$ cat src/rtl/instruction_fetch_if.sv
// Fetch-to-memory and fetch-to-execute signal bundle.
// master = fetch unit, slave = memory/execute side.
interface instruction_fetch_if;
  logic [7:0] pc_out;
  logic [7:0] mem_data_in;
  logic       instr_valid;
  logic       instr_ready;
  logic [7:0] opcode_out;
  logic [7:0] operand1_out;
  logic [7:0] operand2_out;
  logic       instr_illegal;
  logic       jump_en;
  logic [7:0] jump_addr;

  modport master (
    output pc_out,
    input  mem_data_in,
    output instr_valid,
    input  instr_ready,
    output opcode_out,
    output operand1_out,
    output operand2_out,
    output instr_illegal,
    input  jump_en,
    input  jump_addr
  );

  modport slave (
    input  pc_out,
    output mem_data_in,
    input  instr_valid,
    output instr_ready,
    input  opcode_out,
    input  operand1_out,
    input  operand2_out,
    input  instr_illegal,
    output jump_en,
    output jump_addr
  );
endinterface

$ cat src/rtl/instruction_fetch.sv
// Byte-serial instruction fetch: assembles 1..3 byte
// instructions and hands them to execute via valid/ready.
module instruction_fetch (
  input  logic                   clk,
  input  logic                   rst,
  instruction_fetch_if.master    bus
);

  typedef enum logic [1:0] {
    FETCH_OP,
    FETCH_OP1,
    FETCH_OP2,
    ISSUE
  } state_t;

  state_t     state;
  logic [7:0] pc_q;
  logic [7:0] opcode_q;
  logic [7:0] op1_q;
  logic [7:0] op2_q;
  logic       illegal_q;
  logic       valid_q;
  logic [1:0] len_q;

  logic [1:0] dec_len;
  logic       dec_legal;
  logic [7:0] pc_inc;

  assign pc_inc = pc_q + 8'd1;

  // Length table for the byte on the memory bus; unknown
  // opcodes are treated as single-byte and flagged.
  always_comb begin
    dec_len   = 2'd1;
    dec_legal = 1'b0;
    case (bus.mem_data_in)
      8'h00: begin dec_len = 2'd1; dec_legal = 1'b1; end
      8'h04: begin dec_len = 2'd3; dec_legal = 1'b1; end
      8'h06: begin dec_len = 2'd3; dec_legal = 1'b1; end
      8'h08: begin dec_len = 2'd2; dec_legal = 1'b1; end
      8'h0A: begin dec_len = 2'd2; dec_legal = 1'b1; end
      8'h0C: begin dec_len = 2'd2; dec_legal = 1'b1; end
      8'h0E: begin dec_len = 2'd2; dec_legal = 1'b1; end
      8'h10: begin dec_len = 2'd2; dec_legal = 1'b1; end
      default: begin
        dec_len   = 2'd1;
        dec_legal = 1'b0;
      end
    endcase
  end

  // Fetch FSM; a redirect wins over everything, including
  // a transfer completing on the same edge.
  always_ff @(posedge clk or posedge rst) begin
    if (rst) begin
      state     <= FETCH_OP;
      pc_q      <= 8'h00;
      opcode_q  <= 8'h00;
      op1_q     <= 8'h00;
      op2_q     <= 8'h00;
      illegal_q <= 1'b0;
      valid_q   <= 1'b0;
      len_q     <= 2'd1;
    end else if (bus.jump_en) begin
      state   <= FETCH_OP;
      pc_q    <= bus.jump_addr;
      valid_q <= 1'b0;
    end else begin
      unique case (state)
        FETCH_OP: begin
          pc_q <= pc_inc;
          if (bus.mem_data_in != 8'h00) begin
            opcode_q  <= bus.mem_data_in;
            op1_q     <= 8'h00;
            op2_q     <= 8'h00;
            illegal_q <= ~dec_legal;
            len_q     <= dec_len;
            if (dec_len == 2'd1) begin
              state   <= ISSUE;
              valid_q <= 1'b1;
            end else begin
              state <= FETCH_OP1;
            end
          end
        end
        FETCH_OP1: begin
          pc_q  <= pc_inc;
          op1_q <= bus.mem_data_in;
          if (len_q == 2'd3) begin
            state <= FETCH_OP2;
          end else begin
            state   <= ISSUE;
            valid_q <= 1'b1;
          end
        end
        FETCH_OP2: begin
          pc_q    <= pc_inc;
          op2_q   <= bus.mem_data_in;
          state   <= ISSUE;
          valid_q <= 1'b1;
        end
        ISSUE: begin
          if (bus.instr_ready) begin
            state   <= FETCH_OP;
            valid_q <= 1'b0;
          end
        end
      endcase
    end
  end

  assign bus.pc_out        = pc_q;
  assign bus.instr_valid   = valid_q;
  assign bus.opcode_out    = opcode_q;
  assign bus.operand1_out  = op1_q;
  assign bus.operand2_out  = op2_q;
  assign bus.instr_illegal = illegal_q;

endmodule

$ cat src/flat_wrapper.sv
// flat-port wrapper written by rule: the top's interface ports become plain ports
module instruction_fetch_flat 
  (clk, rst, bus_pc_out, bus_mem_data_in, bus_instr_valid, bus_instr_ready, bus_opcode_out, bus_operand1_out, bus_operand2_out, bus_instr_illegal, bus_jump_en, bus_jump_addr);
  instruction_fetch_if bus_i ();
  input  logic clk;
  input  logic rst;
  output wire logic [$bits(bus_i.pc_out)-1:0] bus_pc_out;
  input wire logic [$bits(bus_i.mem_data_in)-1:0] bus_mem_data_in;
  output wire logic [$bits(bus_i.instr_valid)-1:0] bus_instr_valid;
  input wire logic [$bits(bus_i.instr_ready)-1:0] bus_instr_ready;
  output wire logic [$bits(bus_i.opcode_out)-1:0] bus_opcode_out;
  output wire logic [$bits(bus_i.operand1_out)-1:0] bus_operand1_out;
  output wire logic [$bits(bus_i.operand2_out)-1:0] bus_operand2_out;
  output wire logic [$bits(bus_i.instr_illegal)-1:0] bus_instr_illegal;
  input wire logic [$bits(bus_i.jump_en)-1:0] bus_jump_en;
  input wire logic [$bits(bus_i.jump_addr)-1:0] bus_jump_addr;
  assign bus_pc_out = bus_i.pc_out;
  assign bus_i.mem_data_in = bus_mem_data_in;
  assign bus_instr_valid = bus_i.instr_valid;
  assign bus_i.instr_ready = bus_instr_ready;
  assign bus_opcode_out = bus_i.opcode_out;
  assign bus_operand1_out = bus_i.operand1_out;
  assign bus_operand2_out = bus_i.operand2_out;
  assign bus_instr_illegal = bus_i.instr_illegal;
  assign bus_i.jump_en = bus_jump_en;
  assign bus_i.jump_addr = bus_jump_addr;
  instruction_fetch u_core (.clk(clk), .rst(rst), .bus(bus_i));
endmodule
$ cat config.mk
export PLATFORM = sky130hd
export DESIGN_NAME = instruction_fetch_flat
export DESIGN_NICKNAME = d
export VERILOG_FILES = /design/src/rtl/instruction_fetch_if.sv /design/src/rtl/instruction_fetch.sv /design/src/flat_wrapper.sv
export SDC_FILE = /design/constraint.sdc
export NUM_CORES = 1
export LEC_CHECK = 0
export BUFFER_PORTS_ARGS = -buffer_cell sky130_fd_sc_hd__buf_2
export CAP_MARGIN = 5
export CORE_ASPECT_RATIO = 0.9
export CORE_MARGIN = 2
export CORE_UTILIZATION = 50
export DETAILED_ROUTE_END_ITERATION = 10
export GPL_TIMING_DRIVEN = 0
export MAX_ROUTING_LAYER = met4
export PLACE_DENSITY = 0.84
export SLEW_MARGIN = 20
export SYNTH_ARGS = -nofsm -noshare
export SYNTH_HDL_FRONTEND = slang
export SYNTH_SLANG_ARGS = --single-unit
$ cat constraint.sdc
create_clock -name clk -period 2 [get_ports clk]
set_clock_uncertainty 0.05 [all_clocks]
set_input_delay 0.3 -clock clk [delete_from_list [all_inputs] [get_ports clk]]
set_output_delay 0.3 -clock clk [all_outputs]
set_load 0.02 [all_outputs]
==> flow_summary.toml, run 1 <==
[run_status]
status = "completed"

[timing]
slew_headroom_pct = 49.5
fin_crit_ns = 1.85
setup_viol = 0
min_period_over_period_pct = 92.3
tightest_slew_ns = 0.757
hold_viol_final = 0
slew_viol_final = 0
tns_ns = 0
rsz0062_at_grt = "false"
max_freq_ghz = 0.542

[global_routing]
grt_pass1_wl_um = 6400
grt_pass1_vias = 1430
grt.overflow.total = 0
grt_start_max_net_pins = 39
grt_util_all_layers_pct = 20.0
antenna_found_initial = 0

[floorplan]
dieArea_mm2 = 0.00426
coreArea_mm2 = 0.00365
die_x_um = 68.6
ios = 54
die_h_um = 62.1
row_count = 21
initial_utilization_pct = 51.4

[synth]
yosys_warnings = 0
yosysSeqAreaShare_pct = 50.7
synth_cell_type_count = 39
synth_flop_cell = "dfrtp_1"
syn_avg_cell_area_um2 = 9.98
async_flop_share_pct = 100
synth-edff-count = 0
synth_cells = 188
synth_fp_nets = 215
synth-seq-cells = 38
syn_area_mm2 = 0.00188

[detailed_routing]
vias = 1505
detail_route.wl_per_cell_um = 13.1
ant_nets = 0
vias_per_cell = 5.15
drt_iter0_drc = 94
first_pass_iters = 4
drt-total-wl_um = 3830
drcViolationCount = 0

[clock_tree]
cts_made_buffers = 5
cts_tree = "built"
htree_num_levels = 2
clock-sinks = 38
cts_hold_buf = 0
cts_buffer_depth = 2
path_clk_slew_ns = 0.07
clock_latency_ns = 0.28
cts_setup_buffers = 0
cts_root_buf = "clkbuf_8"

[cells_and_area]
final_area_mm2 = 0.00228
drive_gt1_share_pct = 30.1
area_growth_pct = 21.4
nNetsFinal = 272
final.fill_count = 322
diodes = 0

[worst_setup_path]
end_kind = "register"
critical_path_arrival_ns = 1.96
reg2reg_slack_ns = 0.15
r2r_end = "u_core.bus.instr_valid"
start_kind = "register"
rr_startpoint = "u_core.state[1]"
reg2regPathDepth = 6
worstPathRequired_ns = 2.12
crit_type = "register to register"
crit_fanout = 10

[power_and_ir_drop]
leakage_nw = 1.09
power.density_mw_per_mm2 = 1450
peakVddDrop_v = 0.000784

[place]
dpl_cell_area_mm2 = 0.00218
hpwl_um = 2760
io_buffers = 50
place.gp.congestion = 0.835

[worst_hold_path]
hold_class = "input pin to async pin"

[run]
cap_violations = 0
-- metrics by stage --
step                      hold slack, ns  util (%)  total power [mW]  cells  setup WS [ns]
after CTS                          0.128      62.3              3.32    292          0.124
after global routing               0.172      62.4              3.55    292         0.0103
after floorplan                    0.367         -              2.32    188          0.305
after detailed placement           0.420      59.8              2.80    284          0.124
after global placement             0.415      59.8              2.75    284          0.140
final                             0.0997      62.4              3.31    292          0.154
-- placed cells by master, fill, tap and decap left out, types with 2 or more instances in the layout --
master / Yosys / layout
buf_2: 3 / 54
a21oi_1: 2 / 2
o21ai_0: 10 / 10
xnor2_1: 3 / 3
dfrtp_1: 37 / 37
a211oi_1: 2 / 2
buf_6: 2 / 2
clkbuf_1: 3 / 4
inv_1: 5 / 4
o21ai_1: 16 / 16
nor4_2: 2 / 2
nor2b_1: 6 / 5
a22o_1: 2 / 2
nand2_1: 45 / 45
nor2_1: 6 / 6
mux2_1: 8 / 8
nor3_1: 3 / 3
ha_1: 7 / 7
xor2_1: 4 / 4
a311o_2: 2 / 2
clkbuf_8: 0 / 6
-- logic make-up (layout without fill, tap and decap cells) --
kind of cell	after synthesis	count (layout)	synth area share [%]
compound gates	43	43	14.2
fa+ha+maj	7	7	4.67
buf+inv	15	73	4.13
mux	9	9	5.33
xor+xnor	7	7	3.27
flops	38	38	50.7
simple gates	69	69	17.7
-- routing by layer --
layer	GRT usage (%)	vias to the layer above	share of wire [%]	wire [µm]
li1	-	757	-	-
met1	28.0	707	47	1810
met2	29.2	36	46	1760
met3	4.35	5	5.9	228
met4	6.00	0	0.97	37
met5	-	-	0	0
-- synth_stat cells (2+ instances only) --
library cell  number  area (µm²)
nand2_1           45         169
dfrtp_1           37         926
o21ai_1           16        80.1
o21ai_0           10        50.1
mux2_1             8        90.1
ha_1               7        87.6
nor2_1             6        22.5
nor2b_1            6        37.5
inv_1              5        18.8
xor2_1             4        35.0
buf_2              3        15.0
clkbuf_1           3        11.3
nor3_1             3        15.0
xnor2_1            3        26.3
a211oi_1           2        15.0
a21oi_1            2        10.0
a22o_1             2        17.5
a311o_2            2        22.5
buf_6              2        22.5
clkbuf_2           2        10.0
nor4_2             2        25.0
-- layout make-up --
| type | count | area (µm²) | area share [%] |
|---|---|---|---|
| Buffer | 10 | 58.8 | 2.58 |
| Clock buffer | 7 | 86.3 | 3.79 |
| Clock inverter | 1 | 5.00 | 0.220 |
| Inverter | 5 | 18.8 | 0.824 |
| Multi-Input combinational cell | 135 | 850 | 37.3 |
| Sequential cell | 38 | 952 | 41.8 |
| Tap cell | 46 | 57.6 | 2.53 |
| Timing Repair Buffer | 50 | 250 | 11.0 |
-- worst max path at each step --
stage                                      end             from  slack (ns)  cells after the start
floorplan           u_core.bus.operand2_out[0]  u_core.state[0]        0.30                      8
global placement      u_core.bus.opcode_out[6]  u_core.state[0]        0.14                      6
detailed placement    u_core.bus.opcode_out[0]  u_core.state[0]        0.12                      6
CTS                   u_core.bus.opcode_out[0]  u_core.state[0]        0.12                      6
global route        u_core.bus.operand2_out[7]  u_core.state[0]        0.01                      8
finish                  u_core.bus.instr_valid  u_core.state[1]        0.15                      6
-- report_power, final --
group | switching [mW] | internal [mW]
Clock | 0.253 | 0.278
Combinational | 0.928 | 0.562
Sequential | 0.197 | 1.09
-- critical path, cell delays in order, from the launching register on --
cell and delay, ns:
dfrtp_1 0.39, inv_1 0.11, ha_1 0.21, clkbuf_1 0.22, a31o_2 0.28, a21oi_1 0.14, mux2_1 0.33
-- what timing repair did --
item / 4_1_cts / 5_1_grt
gates resized for setup: 0 / 2
endpoints found under the hold margin: 0 / 0
endpoints found under the setup margin: 0 / 8
-- sequential cells by signal, summed over array words and instances (netlist names) --
signal / count
u_core.bus.instr_illegal: 1
u_core.bus.instr_valid: 1
u_core.bus.opcode_out: 8
u_core.bus.operand1_out: 8
u_core.bus.operand2_out: 8
u_core.bus.pc_out: 8
u_core.len_q: 2
u_core.state: 2
Note: power is estimated with default switching activity, not from simulation.
==> inputs of run 2 (changes only) <==
--- a/config.mk
+++ b/config.mk
@@ -5,15 +5,14 @@
 export SDC_FILE = /design/constraint.sdc
 export NUM_CORES = 1
 export LEC_CHECK = 0
-export BUFFER_PORTS_ARGS = -buffer_cell sky130_fd_sc_hd__buf_2
 export CAP_MARGIN = 5
 export CORE_ASPECT_RATIO = 0.9
 export CORE_MARGIN = 2
 export CORE_UTILIZATION = 50
 export DETAILED_ROUTE_END_ITERATION = 10
+export DONT_BUFFER_PORTS = 1
 export GPL_TIMING_DRIVEN = 0
 export MAX_ROUTING_LAYER = met4
-export PLACE_DENSITY = 0.84
 export SLEW_MARGIN = 20
 export SYNTH_ARGS = -nofsm -noshare
 export SYNTH_HDL_FRONTEND = slang
==> flow_summary.toml, run 2 (synthesis results as in run 1) <==
[worst_setup_path]
end_kind = "register"
worstPathRequired_ns = 2.14
start_kind = "register"
slowest_delay_ns = 0.43
crit_fanout = 10
worstPathCellList = "inv_1 > ha_1 > clkbuf_4 > nor2_1 > a311o_2 > buf_6 > nand2_1 > o21ai_1"
critical_path_arrival_ns = 1.99
crit_slowest_cell = "dfrtp_1"
crit_type = "register to register"

[clock_tree]
cts_buffer_depth = 2
clock_latency_ns = 0.29
path_clk_slew_ns = 0.08
cts_root_buf = "clkbuf_8"
cts_made_buffers = 5
htree_num_levels = 2
clock-sinks = 38
cts_tree = "built"

[detailed_routing]
drt_iter0_drc = 116
drcViolationCount = 0
vias = 1372
ant_nets = 0
detail_route.wl_per_cell_um = 16.3
vias_per_cell = 5.65
drt-total-wl_um = 3970
first_pass_iters = 4

[timing]
tns_ns = 0
hold_viol_final = 0
tightest_slew_ns = 0.765
slew_headroom_pct = 48.9
setup_viol = 0
rsz0062_at_grt = "false"
max_freq_ghz = 0.539
fin_crit_ns = 1.86
slew_viol_final = 0
min_period_over_period_pct = 92.8

[cells_and_area]
final_area_mm2 = 0.00209
post-route-util_pct = 57.2
multi_input_area_um2 = 850
final.fill_count = 334
drive_gt1_share_pct = 13.2
area_growth_pct = 11.3
layout_commonest_cell = "nand2_1"
regArea_um2 = 952
layout_common_cells = "nand2_1 (45), dfrtp_1 (37), o21ai_1 (16)"
diodes = 0
nNetsFinal = 223

[place]
dpl_cell_area_mm2 = 0.00193
io_buffers = 0
hpwl_um = 2810
place.gp.congestion = 0.744

[run_status]
status = "completed"

[worst_hold_path]
hold_class = "input pin to register"

[floorplan]
row_count = 21
dieArea_mm2 = 0.00426
die_x_um = 68.6
coreArea_mm2 = 0.00365
ios = 54
die_h_um = 62.1
initial_utilization_pct = 51.4

[run]
cap_violations = 0

[global_routing]
grt_start_max_net_pins = 39
grt_pass1_vias = 1342
grt_util_all_layers_pct = 21.3
antenna_found_initial = 0
grt_pass1_wl_um = 6530
grt.overflow.total = 0

[power_and_ir_drop]
leakage_nw = 0.897
peakVddDrop_v = 0.000768
power.density_mw_per_mm2 = 1590
==> run 2: report_power, final <==
part | switching, mW | internal, mW | total [mW]
sequential | 0.598 | 1.09 | 1.69
combinational | 0.471 | 0.375 | 0.846
clock | 0.279 | 0.500 | 0.779
total | 1.35 | 1.96 | 3.31
==> run 2: repair_timing <==
action,in CTS,in global routing
setup buffers,0,0
setup endpoints to repair,0,15
gates resized for setup,0,5
hold buffers,1,0
hold endpoints to repair,13,0
==> run 2: final timing paths <==
kind	from	slack (ns)	depth (start not counted)	end
worst max-delay path	u_core.state[0]	0.14	8	u_core.bus.operand2_out[1]
worst min-delay path	bus_mem_data_in[5]	0.07	2	u_core.bus.operand1_out[5]
min in group asynchronous	rst	0.53	2	u_core.bus.operand2_out[7]
max in group asynchronous	rst	0.86	2	u_core.bus.opcode_out[7]
worst min register to register	u_core.len_q[1]	0.48	1	u_core.len_q[1]
worst max register to register	u_core.state[0]	0.14	8	u_core.bus.operand2_out[1]
==> run 2: routing by layer <==
layer | GRT usage [%] | share of wire [%]
met1 | 26.7 | 43
met2 | 31.3 | 48
met3 | 8.51 | 7.4
met4 | 6.75 | 1.6
met5 | - | 0
==> run 2: worst max-delay path, delay by kind of cell (launching register included) <==
family	cells	cell delay (ns)
compound gates	2	0.49
fa+ha+maj	1	0.15
buf+inv	3	0.49
flops	1	0.43
simple gates	2	0.13
==> run 2: per-stage QoR <==
| step | cells | setup slack, ns | total power [mW] | hold WS, ns |
|---|---|---|---|---|
| after floorplan | 188 | 0.305 | 2.32 | 0.367 |
| final | 243 | 0.143 | 3.31 | 0.0688 |
| after detailed placement | 234 | 0.0895 | 2.54 | 0.324 |
| after global routing | 243 | 0.0368 | 3.54 | 0.0646 |
| after CTS | 243 | 0.0520 | 3.34 | 0.0627 |
| after global placement | 234 | 0.138 | 2.49 | 0.375 |
==> run 2: cell type report <==
type / count / area share, %
Sequential cell: 38 / 45.6
Multi-Input combinational cell: 135 / 40.7
Clock buffer: 5 / 3.30
Clock inverter: 3 / 3.30
Buffer: 10 / 3.00
Tap cell: 46 / 2.76
Inverter: 5 / 0.899
Timing Repair Buffer: 1 / 0.479
